### src/rtl/spr_re_gamma_pwl.sv
// spr_re_gamma_pwl: multi-channel inverse-gamma using uniform piecewise-linear knot tables.
// Define SPR_RE_GAMMA_SHADOW_EN for double-banked tables swapped atomically at frame end.
module spr_re_gamma_pwl #(
    parameter int CH       = 3,
    parameter int IN_W     = 10,
    parameter int OUT_W    = 11,
    parameter int SEG_LOG2 = 5,
    parameter int KNOT_W   = 12
) (
    input  logic                                 clk,
    input  logic                                 rst_n,
    input  logic                                 i_hs,
    input  logic                                 i_vs,
    input  logic                                 en,
    input  logic [CH*IN_W-1:0]                   pix_in,
    output logic [CH*OUT_W-1:0]                  pix_out,
    output logic                                 o_hs,
    output logic                                 o_vs,
    input  logic                                 cfg_we,
    input  logic [(CH > 1 ? $clog2(CH) : 1)-1:0] cfg_ch,
    input  logic [SEG_LOG2:0]                    cfg_addr,
    input  logic [KNOT_W-1:0]                    cfg_data,
    input  logic                                 cfg_commit,
    output logic                                 cfg_busy
);
    localparam int CHW = (CH > 1) ? $clog2(CH) : 1;
    localparam int FW  = IN_W - SEG_LOG2;
    localparam int NK  = 2**SEG_LOG2 + 1;
    localparam int AW  = SEG_LOG2 + 1;
    localparam int PW  = KNOT_W + 1 + FW;
    localparam int PSW = PW + 1;
    localparam int YW  = (KNOT_W + 3 > OUT_W + 2) ? KNOT_W + 3 : OUT_W + 2;
    localparam logic signed [PSW-1:0] RND   = PSW'(2**(FW-1));
    localparam logic signed [YW-1:0]  Y_MAX = YW'(2**OUT_W - 1);

    function automatic logic [KNOT_W-1:0] ident(input int i);
        return KNOT_W'(i << (OUT_W - SEG_LOG2));
    endfunction

    logic       addr_ok;
    logic       blank;
    logic       swap;
    logic [2:0] hs_sr_reg, vs_sr_reg;
    logic       s1_en_reg, s1_vld_reg, s2_en_reg, s2_vld_reg;

    assign addr_ok = (cfg_addr <= AW'(NK - 1));
    assign blank   = !i_hs || !i_vs;
    assign o_hs    = hs_sr_reg[2];
    assign o_vs    = vs_sr_reg[2];

`ifdef SPR_RE_GAMMA_SHADOW_EN
    logic vs_d_reg, busy_reg;

    // Swap on the edge that first sees i_vs low after it was high.
    assign swap     = busy_reg && vs_d_reg && !i_vs;
    assign cfg_busy = busy_reg;

    always_ff @(posedge clk) begin
        if (!rst_n) begin
            vs_d_reg <= 1'b0;
            busy_reg <= 1'b0;
        end else begin
            vs_d_reg <= i_vs;
            if (cfg_commit)
                busy_reg <= 1'b1;
            else if (swap)
                busy_reg <= 1'b0;
        end
    end
`else
    logic unused_commit;
    assign unused_commit = cfg_commit;
    assign swap          = 1'b0;
    assign cfg_busy      = 1'b0;
`endif

    always_ff @(posedge clk) begin
        if (!rst_n) begin
            hs_sr_reg  <= '0;
            vs_sr_reg  <= '0;
            s1_en_reg  <= 1'b0;
            s1_vld_reg <= 1'b0;
            s2_en_reg  <= 1'b0;
            s2_vld_reg <= 1'b0;
        end else begin
            hs_sr_reg  <= {hs_sr_reg[1:0], i_hs};
            vs_sr_reg  <= {vs_sr_reg[1:0], i_vs};
            s1_en_reg  <= en && !blank;
            s1_vld_reg <= !blank;
            s2_en_reg  <= s1_en_reg;
            s2_vld_reg <= s1_vld_reg;
        end
    end

    genvar gi;
    generate
        for (gi = 0; gi < CH; gi++) begin : g_ch
            logic [KNOT_W-1:0]      act_mem [NK];
            logic                   we_hit;
            logic [IN_W-1:0]        px;
            logic [SEG_LOG2-1:0]    idx;
            logic [KNOT_W-1:0]      s1_a_reg, s1_b_reg, s2_a_reg;
            logic [FW-1:0]          s1_frac_reg;
            logic [IN_W-1:0]        s1_byp_reg, s2_byp_reg;
            logic signed [KNOT_W:0] d;
            logic signed [FW:0]     fs;
            logic signed [PW-1:0]   p_next, s2_p_reg;
            logic signed [PSW-1:0]  ps;
            logic signed [YW-1:0]   y;
            logic [OUT_W-1:0]       curve, out_next, out_reg;

            assign we_hit = cfg_we && addr_ok && (cfg_ch == CHW'(gi));
            assign px     = pix_in[gi*IN_W +: IN_W];
            assign idx    = px[IN_W-1 -: SEG_LOG2];

`ifdef SPR_RE_GAMMA_SHADOW_EN
            logic [KNOT_W-1:0] shd_mem [NK];

            // The copy reads the pre-write shadow, so a coinciding write waits for the next swap.
            always_ff @(posedge clk) begin
                if (!rst_n) begin
                    for (int k = 0; k < NK; k++) begin
                        act_mem[k] <= ident(k);
                        shd_mem[k] <= ident(k);
                    end
                end else begin
                    if (swap)
                        for (int k = 0; k < NK; k++)
                            act_mem[k] <= shd_mem[k];
                    if (we_hit)
                        shd_mem[cfg_addr] <= cfg_data;
                end
            end
`else
            always_ff @(posedge clk) begin
                if (!rst_n) begin
                    for (int k = 0; k < NK; k++)
                        act_mem[k] <= ident(k);
                end else if (we_hit) begin
                    act_mem[cfg_addr] <= cfg_data;
                end
            end
`endif

            always_ff @(posedge clk) begin
                if (!rst_n || blank) begin
                    s1_a_reg    <= '0;
                    s1_b_reg    <= '0;
                    s1_frac_reg <= '0;
                    s1_byp_reg  <= '0;
                end else begin
                    s1_a_reg    <= act_mem[AW'(idx)];
                    s1_b_reg    <= act_mem[AW'(idx) + AW'(1)];
                    s1_frac_reg <= px[FW-1:0];
                    s1_byp_reg  <= px;
                end
            end

            assign d      = $signed({1'b0, s1_b_reg}) - $signed({1'b0, s1_a_reg});
            assign fs     = $signed({1'b0, s1_frac_reg});
            assign p_next = PW'(d) * PW'(fs);

            always_ff @(posedge clk) begin
                if (!rst_n) begin
                    s2_p_reg   <= '0;
                    s2_a_reg   <= '0;
                    s2_byp_reg <= '0;
                    out_reg    <= '0;
                end else begin
                    s2_p_reg   <= p_next;
                    s2_a_reg   <= s1_a_reg;
                    s2_byp_reg <= s1_byp_reg;
                    out_reg    <= out_next;
                end
            end

            // Arithmetic shift of the biased product gives round-half-up for both slope signs.
            always_comb begin
                ps    = PSW'(s2_p_reg) + RND;
                y     = YW'($signed({1'b0, s2_a_reg})) + YW'(ps >>> FW);
                curve = y[OUT_W-1:0];
                if (y[YW-1])
                    curve = '0;
                else if (y > Y_MAX)
                    curve = '1;
                out_next = '0;
                if (s2_vld_reg)
                    out_next = s2_en_reg ? curve : (OUT_W'(s2_byp_reg) << (OUT_W - IN_W));
            end

            assign pix_out[gi*OUT_W +: OUT_W] = out_reg;
        end
    endgenerate
endmodule
### config.mk
export PLATFORM = sky130hd
export DESIGN_NAME = spr_re_gamma_pwl
export DESIGN_NICKNAME = d
export VERILOG_FILES = /design/src/rtl/spr_re_gamma_pwl.sv
export SDC_FILE = /design/constraint.sdc
export NUM_CORES = 2
export LEC_CHECK = 0
export BUFFER_PORTS_ARGS = -buffer_cell sky130_fd_sc_hd__buf_2
export CAP_MARGIN = 25
export CORE_MARGIN = 2
export CORE_UTILIZATION = 40
export DETAILED_ROUTE_END_ITERATION = 16
export SLEW_MARGIN = 5
export SYNTH_ARGS = -nofsm -noshare
export SYNTH_HDL_FRONTEND = slang
export SYNTH_SLANG_ARGS = --single-unit
export TNS_END_PERCENT = 10
### constraint.sdc
create_clock -name clk -period 17.1 [get_ports clk]
set_clock_uncertainty 0.15 [all_clocks]
set_input_delay 0.855 -clock clk [delete_from_list [all_inputs] [get_ports clk]]
set_output_delay 0.855 -clock clk [all_outputs]
set_load 0.005 [all_outputs]
After elaboration in Yosys (flattened, before gate mapping)
Memory sizes are Yosys's and may differ from the RTL's. A register that Yosys moved wholly into a read port is not among the register bits.
Cells that the tools add are included.
{"block": "word_totals", "latch_bits": 0, "rom_bits": 0, "reg_bits": 208, "wordCells": 101, "input_bits": 57, "out_inout_bits": 36, "n_memories": 3, "mem_bits_rw": 1188}
{"memory": "g_ch[0].act_mem", "words": 33, "word_bits": 12, "read_ports": 2, "rd_clocked_by_memory_dff": 2, "wr": 33, "line": "98", "source": "logic [KNOT_W-1:0] act_mem [NK];"}
{"memory": "g_ch[1].act_mem", "words": 33, "word_bits": 12, "read_ports": 2, "rd_clocked_by_memory_dff": 2, "wr": 33, "line": "98"}
{"memory": "g_ch[2].act_mem", "words": 33, "word_bits": 12, "read_ports": 2, "rd_clocked_by_memory_dff": 2, "wr": 33, "line": "98"}
{"block": "op_classes", "multipliers": 3, "n_lt_le_gt_ge": 4, "n_reduce_logical": 19, "bitwise": 3, "shifts": 0, "add_sub_neg": 12, "n_mux": 28, "eq_ne": 2, "div": 0}
{"op": "11-bit 2-to-1 mux", "count": 9}
{"op": "18-bit by 6-bit adder with 19-bit output (second input constant)", "count": 3}
{"op": "13-bit by 6-bit multiplier with 18-bit output", "count": 3}
{"op": "13-bit by 14-bit adder with 15-bit output", "count": 3}
{"op": "15-bit by 12-bit > comparator with 1-bit output (second input constant)", "count": 3}
{"op": "12-bit by 12-bit subtractor with 13-bit output", "count": 3}
{"op": "12-bit 2-to-1 mux", "count": 3}
{"op": "12-bit OR reduction", "count": 3}
{"op": "5-bit by 1-bit adder with 6-bit output (second input constant)", "count": 3}
{"op": "6-bit 2-to-1 mux", "count": 3}
{"op": "1-bit 2-to-1 mux", "count": 13}
{"op": "4-bit OR reduction", "count": 3}
{"op": "6-bit <= comparator (second input constant)", "count": 1}
{"op": "1-bit logical AND", "count": 5}
{"op": "1-bit logical NOT", "count": 4}
{"op": "1-bit NOT", "count": 3}
{"op": "2-bit by 1-bit == test with 1-bit output (second input constant)", "count": 1}
{"op": "2-bit == test (second input constant)", "count": 1}
{"op": "2-bit logical NOT", "count": 1}
{"op": "1-bit logical OR", "count": 2}
{"op": "2-bit AND reduction", "count": 1}

Depth between registers and ports, before layout
{"block": "logic_depth", "word_depth": 8, "ltp_mapped": 23, "mapped_depth_nobuf": 23}

Worst setup path after synthesis
No wires, ideal clock.
{"block": "synth_path", "path_kind": "register -> register", "start": "register g_ch[0].s1_a_reg[1] (read register of g_ch[0].act_mem)", "end": "register g_ch[0].s2_p_reg[17]", "slack_ps": 11673, "synth_period_minus_slack_ps": 5427, "n_path_buf": 0, "stages_incl_launch_ff": 22, "setup_time_ps": 116, "t_arrival_ps": 5161, "required_time_ps": 16834, "path_cell_list": "dfxtp_1 -> inv_1 -> ha_1 -> nor2b_1 -> o21a_1 -> o21ai_1 -> a21oi_1 -> a21o_1 -> o41ai_4 -> mux2_2 -> fa_1 -> inv_1 -> fa_1 -> inv_1 -> fa_1 -> inv_1 -> ha_1 -> nand3_1 -> nor4_1 -> nor3_1 -> or3_1 -> and3_1"}
{"block": "synth_via", "elab_chain_cells": 2}
{"element": "start: declaration", "line": "102", "source": "logic [KNOT_W-1:0] s1_a_reg, s1_b_reg, s2_a_reg;"}
{"element": "12-bit by 12-bit subtractor with 13-bit output", "line": "159", "source": "assign d = $signed({1'b0, s1_b_reg}) - $signed({1'b0, s1_a_reg});"}
{"element": "13-bit by 6-bit multiplier with 18-bit output", "line": "161", "source": "assign p_next = PW'(d) * PW'(fs);"}
{"element": "end signal: assignment", "line": "170", "source": "s2_p_reg <= p_next;"}
{"element": "end: declaration", "line": "107", "source": "logic signed [PW-1:0] p_next, s2_p_reg;"}
No other way between the ends.
A chain may end at the register's enable or synchronous reset.

Worst setup path after layout
{"block": "layout_path", "start": "register g_ch[2].s1_b_reg[0] (read register of g_ch[2].act_mem)", "end": "register g_ch[2].s2_p_reg[17]"}
{"block": "layout_via", "elab_chain_cells": 2}
{"element": "start: declaration", "line": "102"}
{"element": "12-bit by 12-bit subtractor with 13-bit output", "line": "159"}
{"element": "13-bit by 6-bit multiplier with 18-bit output", "line": "161"}
{"element": "end signal: assignment", "line": "170"}
{"element": "end: declaration", "line": "107"}
No other way between the ends.

==> qor.yml <==
grt_pass1_vias: 56600
synth.avg_cell_area_um2: 14.5
finalPower_uw: 10500
crit_slowest_cell: "a31oi_1"
layout_commonest_cell: "edfxtp_1"
worstHoldStart: "pix_in[24]"
hold_viol: 0
period_needed_ns: 6.22
antenna_left: 0
endpoint: "g_ch[2].s2_p_reg[17]"
netlist_area_mm2: 0.0943
criticalPathCategory: "flop to flop"
drtPass1Iterations: 6
synth-compound-area-share_pct: 3.30
hold_depth: 2
cap_viol_max_count: 0
post_cts_resized: 0
synth.distinct_cells: 85
die_h_um: 489
drive_above_1_share_pct: 20.5
cts_tree: "done"
dp.final_hpwl_mm: 168
vias_per_cell: 5.52
cp.required_ns: 17.70
antenna_found_initial: 22
setup_viol: 0
grt_use_total_pct: 20.6
m1WireLength_mm: 102
cp-end-kind: "flop"
path_common_cell: "fa_1"
fmax_ghz: 0.161
core_area_mm2: 0.235
synthCells: 6497
cpPeakStageDelay_ns: 0.67
yosysTopAreaCellShare_pct: 48.4
route.met2.wl_mm: 121
rsz0062_at_grt: "false"
layout_common_cells: "1519 x edfxtp_1, 1206 x and2_1, 811 x mux4_2"
timing.final.ws_setup_ns: 10.88
crit_fanout: 6
drtIter0Drc: 5383
ys_seq_area_share_pct: 53.8
async_flop_share_pct: 0
hold-worst-slack_ns: 0.0684
synth-xor-area-share_pct: 1.18
drv_slew: 0
cp-startpoint: "g_ch[2].s1_b_reg[0]"
grt_pass1_wl_mm: 366
gp_congestion: 0.869
fp-row-count: 178
tns_ns: 0
slew_headroom_pct: 26.5
num_io_pins: 93
clk_latency_ns: 0.85
ys.flop_type: "edfxtp_1"
timing.critical_path.buf_inv: 3
start_kind: "flop"
post-place-ws_ns: 10.94
status: "finished, final reports clean"
post-route-util_pct: 44.9
cp_cell_sequence: "inv_1, ha_1, fa_1, nor2b_1, o21ai_0, a21boi_0, o21a_1, o2111ai_1, a31oi_1, nor2b_1, fa_1, inv_1, fa_1, fa_1, inv_1, ha_1, o21ai_0, o31ai_1, o41ai_1, o21ai_0, xnor2_1, and2_1"
cp.depth: 22
synth.largest_area_cell: "edfxtp_1"
wl_per_cell_um: 24.5
port-buffer-count: 90
synth_top_cells_by_area: "edfxtp_1 48%, mux4_2 19%, and2_1 8.0%, dfxtp_1 5.4%, fa_1 2.6%"
routed_wirelength_mm: 246
cts_max_level: 4
r2r_cells: 22
worstHoldPathType: "primary input to flop"
peakVddDrop_mv: 0.116
start_util_pct: 40.2
synth_top_family_by_area: "multiplexers"
clock_path_buffers: 3
routed.top_layer: "met5"
syn2layout_area_growth_pct: 11.7
post-route-period-util_pct: 36.4
vias: 55500
r2r-end: "g_ch[2].s2_p_reg[17]"
cp.arrival_ns: 6.82
rrSetupSlack_ns: 10.88
yosys_warnings: 0
routed-wl-met3_mm: 17.6
worst_pin_slew_ns: 1.10
drc: 0
critical-path-top-delay-family: "adder cells"
synthMuxAreaShare_pct: 20.3
synth_edf_count: 1519
ys_ff_latch: 1772
p_per_area_mw_per_mm2: 99.4
clockRootBuffer: "clkbuf_16"
synth-adder-area-share_pct: 4.80
r2r-start: "g_ch[2].s1_b_reg[0]"
grt_max_degree: 97
clk_pin_slew_ns: 0.07
leakagePower_uw: 0.0373
clkSinkCount: 1772
largest_reg_flops: 1519
die-width_um: 489
synth-simple-area-share_pct: 13.3
die_area_mm2: 0.240
nets: 7102
cts_buffers: 183
grt_overflow: 0
cell usage after synthesis, drive strengths merged, types with 88 or more instances:
master and number:
inv 292, nor2 266, clkbuf 354, xnor2 88
and2 1206, ha 165, fa 123, o21ai 170
or3 263, edfxtp 1519, buf 147, nand2 134
mux4 811, dfxtp 253
cell type report:
| class | instances | area (µm²) |
|---|---|---|
| timing repair buffer | 245 | 1780 |
| antenna | 6 | 15.0 |
| clock buffer | 223 | 4870 |
| multi-input combinational | 4263 | 41800 |
| sequential | 1772 | 50700 |
| tap | 3150 | 3940 |
| clock inverter | 108 | 1100 |
| inverter | 292 | 1100 |
| fill | 20800 | 129000 |
power by group:
part | internal, µW | switching [µW] | total [µW]
clock network | 2270 | 1740 | 4020
registers | 4930 | 109 | 5040
logic | 609 | 802 | 1410
total | 7810 | 2650 | 10500
worst min-delay path by stage:
stage | endpoint | slack (ns)
after floorplan | g_ch[2].out_reg[10] | 0.25
after global placement | vs_sr_reg[1] | 0.26
after detailed placement | g_ch[1].s2_byp_reg[5] | 0.27
after CTS | g_ch[2].s1_byp_reg[4] | 0.0006
after global routing | g_ch[0].s1_frac_reg[2] | 0.04
final | g_ch[2].s1_byp_reg[4] | 0.07
logic make-up after synthesis:
| logic type | after synthesis |
|---|---|
| other | 1 |
| flip-flops | 1772 |
| multiplexers | 896 |
| buffers and inverters | 793 |
| XOR/XNOR | 127 |
| AO/OA/AOI/OAI | 479 |
| adder cells (fa/ha/maj) | 288 |
| AND/OR/NAND/NOR | 2141 |
layer usage:
layer | up-vias | track usage, %
li1 | 24600 | -
met1 | 28700 | 27.9
met2 | 1818 | 34.5
met3 | 340 | 3.70
met4 | 14 | 5.27
met5 | - | 0
repair_timing:
action / in CTS / in global routing
buffers inserted: 0 / 0
setup endpoints to repair: 0 / 0
endpoints found under the hold margin: 3 / 0
hold buffers: 3 / 0
per-stage QoR:
| stage | instances | instance area (µm²) |
|---|---|---|
| after floorplan | 6828 | 95500 |
| after global placement | 9706 | 99100 |
| after detailed placement | 9716 | 99200 |
| after CTS | 10100 | 105000 |
| after global routing | 10100 | 105000 |
| final | 10100 | 105000 |
Power figures use the tool's default switching activity.
